### src/rtl/div_array_scheduler_pkg.sv
// Shared widths, constants and FSM state type for the divider scheduler.
package div_sched_pkg;

    localparam int N_W = 16;
    localparam int D_W = 8;
    localparam int Q_W = 8;

    // Quotient reported when the divisor is zero (divider array bypassed).
    localparam logic [Q_W-1:0] DZ_Q = 8'hFF;

    typedef enum logic [1:0] {
        IDLE,
        SETTLE,
        RESP
    } state_e;

    // Quotient cannot fit in Q_W bits when the dividend high byte reaches the divisor.
    function automatic logic calc_ovf(input logic [N_W-1:0] n, input logic [D_W-1:0] d);
        return (d != '0) && (n[N_W-1:N_W-D_W] >= d);
    endfunction

endpackage

### src/rtl/div_array_scheduler_if.sv
// Request, divider-array and response signals of the scheduler.
// master: the scheduler itself; slave: requesters, array and consumer.
interface div_array_scheduler_if #(
    parameter int NREQ = 4
);
    import div_sched_pkg::*;

    localparam int IDW = (NREQ > 1) ? $clog2(NREQ) : 1;

    logic [NREQ-1:0]     req_valid;
    logic [NREQ-1:0]     req_ready;
    logic [NREQ*N_W-1:0] req_n;
    logic [NREQ*D_W-1:0] req_d;

    logic [N_W-1:0]      div_n;
    logic [D_W-1:0]      div_d;
    logic [Q_W-1:0]      div_q;
    logic [D_W-1:0]      div_r;

    logic                resp_valid;
    logic                resp_ready;
    logic [IDW-1:0]      resp_id;
    logic [Q_W-1:0]      resp_q;
    logic [D_W-1:0]      resp_r;
    logic                resp_dz;
    logic                resp_ovf;

    modport master (
        input  req_valid, req_n, req_d, div_q, div_r, resp_ready,
        output req_ready, div_n, div_d,
               resp_valid, resp_id, resp_q, resp_r, resp_dz, resp_ovf
    );

    modport slave (
        output req_valid, req_n, req_d, div_q, div_r, resp_ready,
        input  req_ready, div_n, div_d,
               resp_valid, resp_id, resp_q, resp_r, resp_dz, resp_ovf
    );

endinterface

### src/rtl/div_array_scheduler_rr_arbiter.sv
// Combinational round-robin arbiter: search starts at ptr_i and wraps modulo NREQ.
module rr_arbiter #(
    parameter int NREQ = 4,
    parameter int IDW  = (NREQ > 1) ? $clog2(NREQ) : 1
) (
    input  logic [NREQ-1:0] req_i,
    input  logic [IDW-1:0]  ptr_i,
    output logic [NREQ-1:0] grant_o,
    output logic [IDW-1:0]  idx_o
);

    // First requester found at or after the pointer wins.
    always_comb begin
        int  j;
        logic found;
        grant_o = '0;
        idx_o   = '0;
        found   = 1'b0;
        j       = 0;
        for (int k = 0; k < NREQ; k++) begin
            j = int'(ptr_i) + k;
            if (j >= NREQ) begin
                j = j - NREQ;
            end
            if (!found && req_i[j]) begin
                found      = 1'b1;
                grant_o[j] = 1'b1;
                idx_o      = IDW'(j);
            end
        end
    end

endmodule

### src/rtl/div_array_scheduler.sv
// Shares one combinational 16/8 array divider between NREQ requesters.
// Operands are registered at acceptance and held for the settle window;
// results come back on a single tagged response channel.
//
// state  | meaning
// IDLE   | arbitrating; one-hot grant on req_ready
// SETTLE | operands held, counting down the array settle window
// RESP   | result held on resp_* until resp_ready
module div_array_scheduler #(
    parameter int NREQ   = 4,
    parameter int SETTLE = 2
) (
    input  logic                  clk,
    input  logic                  rst_n,
    div_array_scheduler_if.master bus
);
    import div_sched_pkg::*;

    localparam int IDW   = (NREQ > 1) ? $clog2(NREQ) : 1;
    localparam int CNT_W = (SETTLE > 1) ? $clog2(SETTLE) : 1;

    state_e           state_q, state_d;
    logic [CNT_W-1:0] cnt_q, cnt_d;
    logic [IDW-1:0]   ptr_q, ptr_d;
    logic [N_W-1:0]   div_n_q, div_n_d;
    logic [D_W-1:0]   div_d_q, div_d_d;
    logic [IDW-1:0]   id_q, id_d;
    logic [Q_W-1:0]   q_q, q_d;
    logic [D_W-1:0]   r_q, r_d;
    logic             dz_q, dz_d;
    logic             ovf_q, ovf_d;

    logic [NREQ-1:0]  grant;
    logic [IDW-1:0]   gidx;
    logic [N_W-1:0]   n_sel;
    logic [D_W-1:0]   d_sel;

    rr_arbiter #(
        .NREQ (NREQ),
        .IDW  (IDW)
    ) u_arb (
        .req_i   (bus.req_valid),
        .ptr_i   (ptr_q),
        .grant_o (grant),
        .idx_o   (gidx)
    );

    assign n_sel = bus.req_n[int'(gidx)*N_W +: N_W];
    assign d_sel = bus.req_d[int'(gidx)*D_W +: D_W];

    // Next-state and datapath load decisions.
    always_comb begin
        state_d = state_q;
        cnt_d   = cnt_q;
        ptr_d   = ptr_q;
        div_n_d = div_n_q;
        div_d_d = div_d_q;
        id_d    = id_q;
        q_d     = q_q;
        r_d     = r_q;
        dz_d    = dz_q;
        ovf_d   = ovf_q;
        case (state_q)
            IDLE: begin
                if (|bus.req_valid) begin
                    div_n_d = n_sel;
                    div_d_d = d_sel;
                    id_d    = gidx;
                    ovf_d   = calc_ovf(n_sel, d_sel);
                    ptr_d   = (gidx == IDW'(NREQ-1)) ? '0 : gidx + IDW'(1);
                    if (d_sel == '0) begin
                        q_d     = DZ_Q;
                        r_d     = n_sel[D_W-1:0];
                        dz_d    = 1'b1;
                        state_d = RESP;
                    end else begin
                        dz_d    = 1'b0;
                        cnt_d   = CNT_W'(SETTLE-1);
                        state_d = div_sched_pkg::SETTLE;
                    end
                end
            end
            div_sched_pkg::SETTLE: begin
                if (cnt_q == '0) begin
                    q_d     = bus.div_q;
                    r_d     = bus.div_r;
                    state_d = RESP;
                end else begin
                    cnt_d = cnt_q - CNT_W'(1);
                end
            end
            RESP: begin
                if (bus.resp_ready) begin
                    state_d = IDLE;
                end
            end
            default: state_d = IDLE;
        endcase
    end

    // FSM state register.
    always_ff @(posedge clk or negedge rst_n) begin
        if (!rst_n) begin
            state_q <= IDLE;
        end else begin
            state_q <= state_d;
        end
    end

    // Pointer, operand and result registers.
    always_ff @(posedge clk or negedge rst_n) begin
        if (!rst_n) begin
            cnt_q   <= '0;
            ptr_q   <= '0;
            div_n_q <= '0;
            div_d_q <= '0;
            id_q    <= '0;
            q_q     <= '0;
            r_q     <= '0;
            dz_q    <= 1'b0;
            ovf_q   <= 1'b0;
        end else begin
            cnt_q   <= cnt_d;
            ptr_q   <= ptr_d;
            div_n_q <= div_n_d;
            div_d_q <= div_d_d;
            id_q    <= id_d;
            q_q     <= q_d;
            r_q     <= r_d;
            dz_q    <= dz_d;
            ovf_q   <= ovf_d;
        end
    end

    // Grant is suppressed while reset is asserted so no requester sees a false ready.
    assign bus.req_ready  = (state_q == IDLE && rst_n) ? grant : '0;
    assign bus.div_n      = div_n_q;
    assign bus.div_d      = div_d_q;
    assign bus.resp_valid = (state_q == RESP);
    assign bus.resp_id    = id_q;
    assign bus.resp_q     = q_q;
    assign bus.resp_r     = r_q;
    assign bus.resp_dz    = dz_q;
    assign bus.resp_ovf   = ovf_q;

endmodule

### src/flat_wrapper.sv
// flat-port wrapper written by rule: the top's interface ports become plain ports
module div_array_scheduler_flat import div_sched_pkg::*;
#(
    parameter int NREQ   = 4,
    parameter int SETTLE = 2
)
  (clk, rst_n, bus_req_valid, bus_req_n, bus_req_d, bus_div_q, bus_div_r, bus_resp_ready, bus_req_ready, bus_div_n, bus_div_d, bus_resp_valid, bus_resp_id, bus_resp_q, bus_resp_r, bus_resp_dz, bus_resp_ovf);
  div_array_scheduler_if #(.NREQ(NREQ)) bus_i ();
  input  logic clk;
  input  logic rst_n;
  input wire logic [$bits(bus_i.req_valid)-1:0] bus_req_valid;
  input wire logic [$bits(bus_i.req_n)-1:0] bus_req_n;
  input wire logic [$bits(bus_i.req_d)-1:0] bus_req_d;
  input wire logic [$bits(bus_i.div_q)-1:0] bus_div_q;
  input wire logic [$bits(bus_i.div_r)-1:0] bus_div_r;
  input wire logic [$bits(bus_i.resp_ready)-1:0] bus_resp_ready;
  output wire logic [$bits(bus_i.req_ready)-1:0] bus_req_ready;
  output wire logic [$bits(bus_i.div_n)-1:0] bus_div_n;
  output wire logic [$bits(bus_i.div_d)-1:0] bus_div_d;
  output wire logic [$bits(bus_i.resp_valid)-1:0] bus_resp_valid;
  output wire logic [$bits(bus_i.resp_id)-1:0] bus_resp_id;
  output wire logic [$bits(bus_i.resp_q)-1:0] bus_resp_q;
  output wire logic [$bits(bus_i.resp_r)-1:0] bus_resp_r;
  output wire logic [$bits(bus_i.resp_dz)-1:0] bus_resp_dz;
  output wire logic [$bits(bus_i.resp_ovf)-1:0] bus_resp_ovf;
  assign bus_i.req_valid = bus_req_valid;
  assign bus_i.req_n = bus_req_n;
  assign bus_i.req_d = bus_req_d;
  assign bus_i.div_q = bus_div_q;
  assign bus_i.div_r = bus_div_r;
  assign bus_i.resp_ready = bus_resp_ready;
  assign bus_req_ready = bus_i.req_ready;
  assign bus_div_n = bus_i.div_n;
  assign bus_div_d = bus_i.div_d;
  assign bus_resp_valid = bus_i.resp_valid;
  assign bus_resp_id = bus_i.resp_id;
  assign bus_resp_q = bus_i.resp_q;
  assign bus_resp_r = bus_i.resp_r;
  assign bus_resp_dz = bus_i.resp_dz;
  assign bus_resp_ovf = bus_i.resp_ovf;
  div_array_scheduler #(.NREQ(NREQ), .SETTLE(SETTLE)) u_core (.clk(clk), .rst_n(rst_n), .bus(bus_i));
endmodule
### config.mk
export PLATFORM = sky130hd
export DESIGN_NAME = div_array_scheduler_flat
export DESIGN_NICKNAME = d
export VERILOG_FILES = /design/src/rtl/div_array_scheduler_pkg.sv /design/src/rtl/div_array_scheduler_if.sv /design/src/rtl/div_array_scheduler_rr_arbiter.sv /design/src/rtl/div_array_scheduler.sv /design/src/flat_wrapper.sv
export SDC_FILE = /design/constraint.sdc
export NUM_CORES = 1
export LEC_CHECK = 0
export CORE_UTILIZATION = 25
export DETAILED_ROUTE_END_ITERATION = 16
export GPL_ROUTABILITY_DRIVEN = 1
export REMOVE_ABC_BUFFERS = 1
export SLEW_MARGIN = 0
export SYNTH_ARGS = -nofsm -noshare
export SYNTH_HDL_FRONTEND = slang
export SYNTH_HIERARCHICAL = 1
export SYNTH_SLANG_ARGS = --single-unit
### constraint.sdc
create_clock -name clk -period 3.85 [get_ports clk]
set_input_delay 0.77 -clock clk [delete_from_list [all_inputs] [get_ports clk]]
set_output_delay 0.77 -clock clk [all_outputs]
set_load 0.005 [all_outputs]
==> results <==
- The first-pass GRT wire length is approximately 18 mm.
- In the final layout, the multi-input gates occupy 2180 sq um.
- Detailed routing inserted a total of roughly 3500 vias.
- After clock tree synthesis, the repair step resized 4 gates.
- The post-detailed-route wirelength per cell is 16.2 um.
- The dominant register cell in the synthesized netlist is sky130_fd_sc_hd__dfrtp_1.
- The buffer depth of the longest clock path is 2.
- The final count of pins violating max slew is 0.
- The clock latency on the worst-skew pair is approximately 0.28 ns.
- The areal power density over the cells is around 920 nW/um^2.
- Walking the worst path, the cells encountered are dlygate4sd2_1, mux4_2, nand2b_4, nor3_4, buf_4, a22oi_1, o21ai_1, and3_1, clkdlybuf4s50_1.
- The Yosys step of the flow raised 6 warnings.
- The critical path arrival is slightly below 3 ns.
- The worst slew margin relative to its limit is a little over a third.
- The post-layout instance count excluding filler cells is roughly 700.
- After clock tree synthesis, the setup repair step added 0 buffers.
- Global routing used 16.0% of the available tracks across all layers.
- In the final layout, flip-flops and latches occupy about 1200 sq um.
- The number of clock buffers inserted by TritonCTS is 5.
- The net total in the final layout is ~670.
- The worst setup path is of the in2out kind.
- The HPWL after detailed placement is between 8 and 9 mm.
- Fill cells in the final layout number 1367.
- The clock network accounts for just over 8% of the total power.
- Once the floorplan was initialized, standard cells occupied 25.6% of the core.
- Clock-pin slew was measured on the worst setup and hold paths at approximately 0.07 ns.
- Global routing finished with a remaining overflow of 0.
- The H-tree depth is 2.
- After synthesis, the cell types taking the most area are sky130_fd_sc_hd__dfrtp_1 (34%), sky130_fd_sc_hd__mux4_2 (17%), sky130_fd_sc_hd__nand2_1 (7.3%).
- The combinational share of power is between 70% and 80%.
- The synthesized flop and latch total is 49.
- Of the total power, the share spent switching nets is 41.2%.
- The share of final-layout standard cells stronger than drive strength 1 is ~15%.
- Tracing the worst setup path back leads to its startpoint at bus_req_valid[1].
- The clock tree from TritonCTS is yes.
- The hold buffer count at cts is 0.
- The first-iteration detailed-routing DRC count is about 160.
- The floorplan step defined a die boundary enclosing ~15000 sq um.
- Counting flops with an async set or reset pin after synthesis yields a share of 100%.
- The number of antenna violations at the first check in global routing is 0.
- In this run the remaining antenna-violating nets after routing total 0.
- The via count of the first global-routing pass is between 3000 and 4000.
- After synthesis the cells add up to between 3000 and 4000 sq um.
- Dividing the detail-routed via count by the number of cells gives between 4 and 5.
- The post-synthesis cell type count is 46.
- The number of search-and-repair iterations in the first detailed-routing pass is 4.
- The cell at the slowest stage of the critical path is sky130_fd_sc_hd__mux4_2.
- Setup repair after global routing left no endpoint under its margin.
- In this run the clock root is driven by a sky130_fd_sc_hd__clkbuf_16.
- The worst path required time is just over 3 ns.
- The count of unresolved DRC violations after routing is 0.
- The chip height is about 120 um.
- The count of buffers added on input and output ports is approximately 170.
- The synthesized netlist cell count is between 300 and 400.
- The post-route setup TNS is 0 ns.
- The area inside the core boundary is roughly 14000 sq um.
- On the worst path, the slowest cell contributes a delay of 0.53 ns.
- The weighted congestion at the end of routability-driven global placement is 0.786.
- The kind of capture point of the worst setup path is an output port.
- The repair_antennas step left the layout with diodes totalling 0.
- The tightest min-delay check is of the reg2reg type.
- The launch point of the worst hold path is u_core/bus.div_n[14]$_DFFE_PN0P_.
- The dominant cell type by area after synthesis is sky130_fd_sc_hd__dfrtp_1.
- The CTS sink count is a little under 50.
- The floorplan step set the die width to about 120 um.
- The mean post-synth cell area is 10.1 sq um.
- The number of synthesized flops with an enable pin is 0.
- Counting tap cells, the placed design contains a total of ~700 instances.
- The pin count of the biggest net entering global routing is 50.
- The initialized floorplan defines 43 standard-cell rows.
- The utilization after layout is just over 40%.
- The power dissipated by switching net loads is 2.19 mW.
- The sequential area share after synthesis is around 34%.
- Across the VDD grid, the largest voltage drop is 0.397 mV.
- The final critical delay including setup and external delays is between 3 and 4 ns.
- The category of the worst setup path launch point is a primary input.
- The post-synthesis to final-layout area growth is 62.0%.
- The proportion of power drawn by flip-flops and latches is between 10% and 20%.
- Based on the critical path, the design can be clocked at up to approximately 270 MHz.
- The final setup violation count is 0.
- The run finished with clean final reports.
- In this run the worst path has a maximum fanout of 7.
- The worst clock skew is a little over 0.008 ns.
- The setup slack of the most critical reg-to-reg path is 0.25 ns.
- Of the post-synthesis cell area, the dominant cell type holds 34.5%.
- In this run the static leakage power is 2.40 nW.
- For this block, the routed nets add up to 11.5 mm of wire.
- The internal power of the cells is around 3.1 mW.
- The final cycle utilization of the critical path is ~96%.
- The number of ports placed on the die boundary is 168.
- In this run the critical register-to-register path is launched from u_core/ptr_q[1]$_DFFE_PN0P_.
- The measured slew at the worst slew-check pin is 0.949 ns.
- The final number of hold-violating endpoints is 0.
- The max-cap check violation count is 0.
-- power groups by stage --
stage	sequential, mW	clock (mW)	combinational, mW
finish	0.978	0.431	3.90
detailed placement	0.982	0	3.96
CTS	0.980	0.447	3.97
global placement	0.973	0	3.86
floorplan	0.998	0	2.22
global route	1.02	0.471	4.32
-- cell usage after synthesis, types with 2 or more instances --
cell / count
sky130_fd_sc_hd__nand2_1: 69
sky130_fd_sc_hd__dfrtp_1: 49
sky130_fd_sc_hd__mux4_2: 27
sky130_fd_sc_hd__nor2_1: 20
sky130_fd_sc_hd__ha_1: 17
sky130_fd_sc_hd__or3_1: 17
sky130_fd_sc_hd__clkbuf_1: 13
sky130_fd_sc_hd__inv_1: 11
sky130_fd_sc_hd__mux2i_1: 10
sky130_fd_sc_hd__nand2b_1: 10
sky130_fd_sc_hd__a21oi_1: 9
sky130_fd_sc_hd__o21ai_1: 9
sky130_fd_sc_hd__o2bb2ai_1: 9
sky130_fd_sc_hd__a22oi_1: 8
sky130_fd_sc_hd__buf_2: 8
sky130_fd_sc_hd__o21ai_0: 8
sky130_fd_sc_hd__o311ai_0: 8
sky130_fd_sc_hd__o311ai_1: 8
sky130_fd_sc_hd__and3_1: 5
sky130_fd_sc_hd__buf_6: 4
sky130_fd_sc_hd__a22o_1: 2
sky130_fd_sc_hd__buf_1: 2
sky130_fd_sc_hd__inv_2: 2
sky130_fd_sc_hd__nor3b_1: 2
sky130_fd_sc_hd__nor4_2: 2
sky130_fd_sc_hd__o21a_1: 2
sky130_fd_sc_hd__o31ai_1: 2
-- path summary, 6_finish.rpt --
check                                                   endpoint  cells past startpoint
min in group asynchronous       u_core/bus.resp_r[5]$_DFFE_PN0P_                      2
worst min-delay path            u_core/bus.div_n[14]$_DFFE_PN0P_                      2
worst max-delay path                            bus_req_ready[0]                      9
worst max register to register   u_core/bus.resp_ovf$_DFFE_PN0P_                     14
max in group asynchronous        u_core/bus.div_n[6]$_DFFE_PN0P_                      2
worst min register to register  u_core/bus.div_n[14]$_DFFE_PN0P_                      2
-- critical path, delay by kind of cell --
kind,cells,cell delay (ns)
compound gates,2,0.14
simple gates,3,0.55
buf+inv,3,0.95
mux,1,0.53
-- through the flow --
stage	power (mW)	hold WS (ns)	area, sq um	setup WS, ns
final	5.31	0.483	5760	0.144
after global routing	5.81	0.499	5760	0.0463
after CTS	5.40	0.484	5760	0.162
after detailed placement	4.94	0.464	5620	-0.310
after global placement	4.84	0.461	5620	-0.227
after floorplan	3.21	0.470	3410	-2.92
-- state kept, by name, indices dropped and copies added, names as in the netlist --
name / flops
u_core/bus.resp_r: 8
u_core/bus.resp_q: 8
u_core/ptr_q: 2
u_core/cnt_q: 1
u_core/state_q: 2
u_core/bus.resp_ovf: 1
u_core/bus.resp_dz: 1
u_core/bus.resp_id: 2
u_core/bus.div_d: 8
u_core/bus.div_n: 16
-- final cells by class --
class	instances	share of cell area [%]
well taps	180	3.91
repair buffers	198	33.7
inverters	13	0.847
flip-flops and latches	49	21.3
multi-input cells	263	37.8
clock inverters	1	0.130
clock buffers	7	2.30
-- layout by cell type (no fill, tap or decap), drive strengths merged, types with 4 or more instances in the layout --
cell,synthesis,routed
buf,14,32
dfrtp,49,49
or3,17,17
mux2i,10,10
nor2,20,20
a22oi,8,8
ha,17,17
o21ai,17,17
nand2,69,69
mux4,28,28
clkdlybuf4s50,0,162
and3,5,5
a21oi,9,9
nand2b,11,11
inv,13,13
o2bb2ai,9,9
o311ai,16,16
clkbuf,13,7
dlygate4sd2,0,4
-- cells by family after synthesis --
| logic type | count (synthesis) | share of synthesized area [%] |
|---|---|---|
| multiplexers | 38 | 20.7 |
| buffers and inverters | 40 | 5.35 |
| adder cells (fa/ha/maj) | 17 | 5.98 |
| AO/OA/AOI/OAI | 74 | 15.0 |
| flip-flops | 49 | 34.5 |
| AND/OR/NAND/NOR | 134 | 18.5 |
-- layer usage --
metal	up-vias	track usage, %	wire length (um)
met4	0	3.70	129
met5	-	0	0
met2	140	29.2	5970
met3	6	3.90	919
li1	1671	-	-
met1	1679	18.7	4480
No activity file was read; power rests on OpenSTA's default activity.
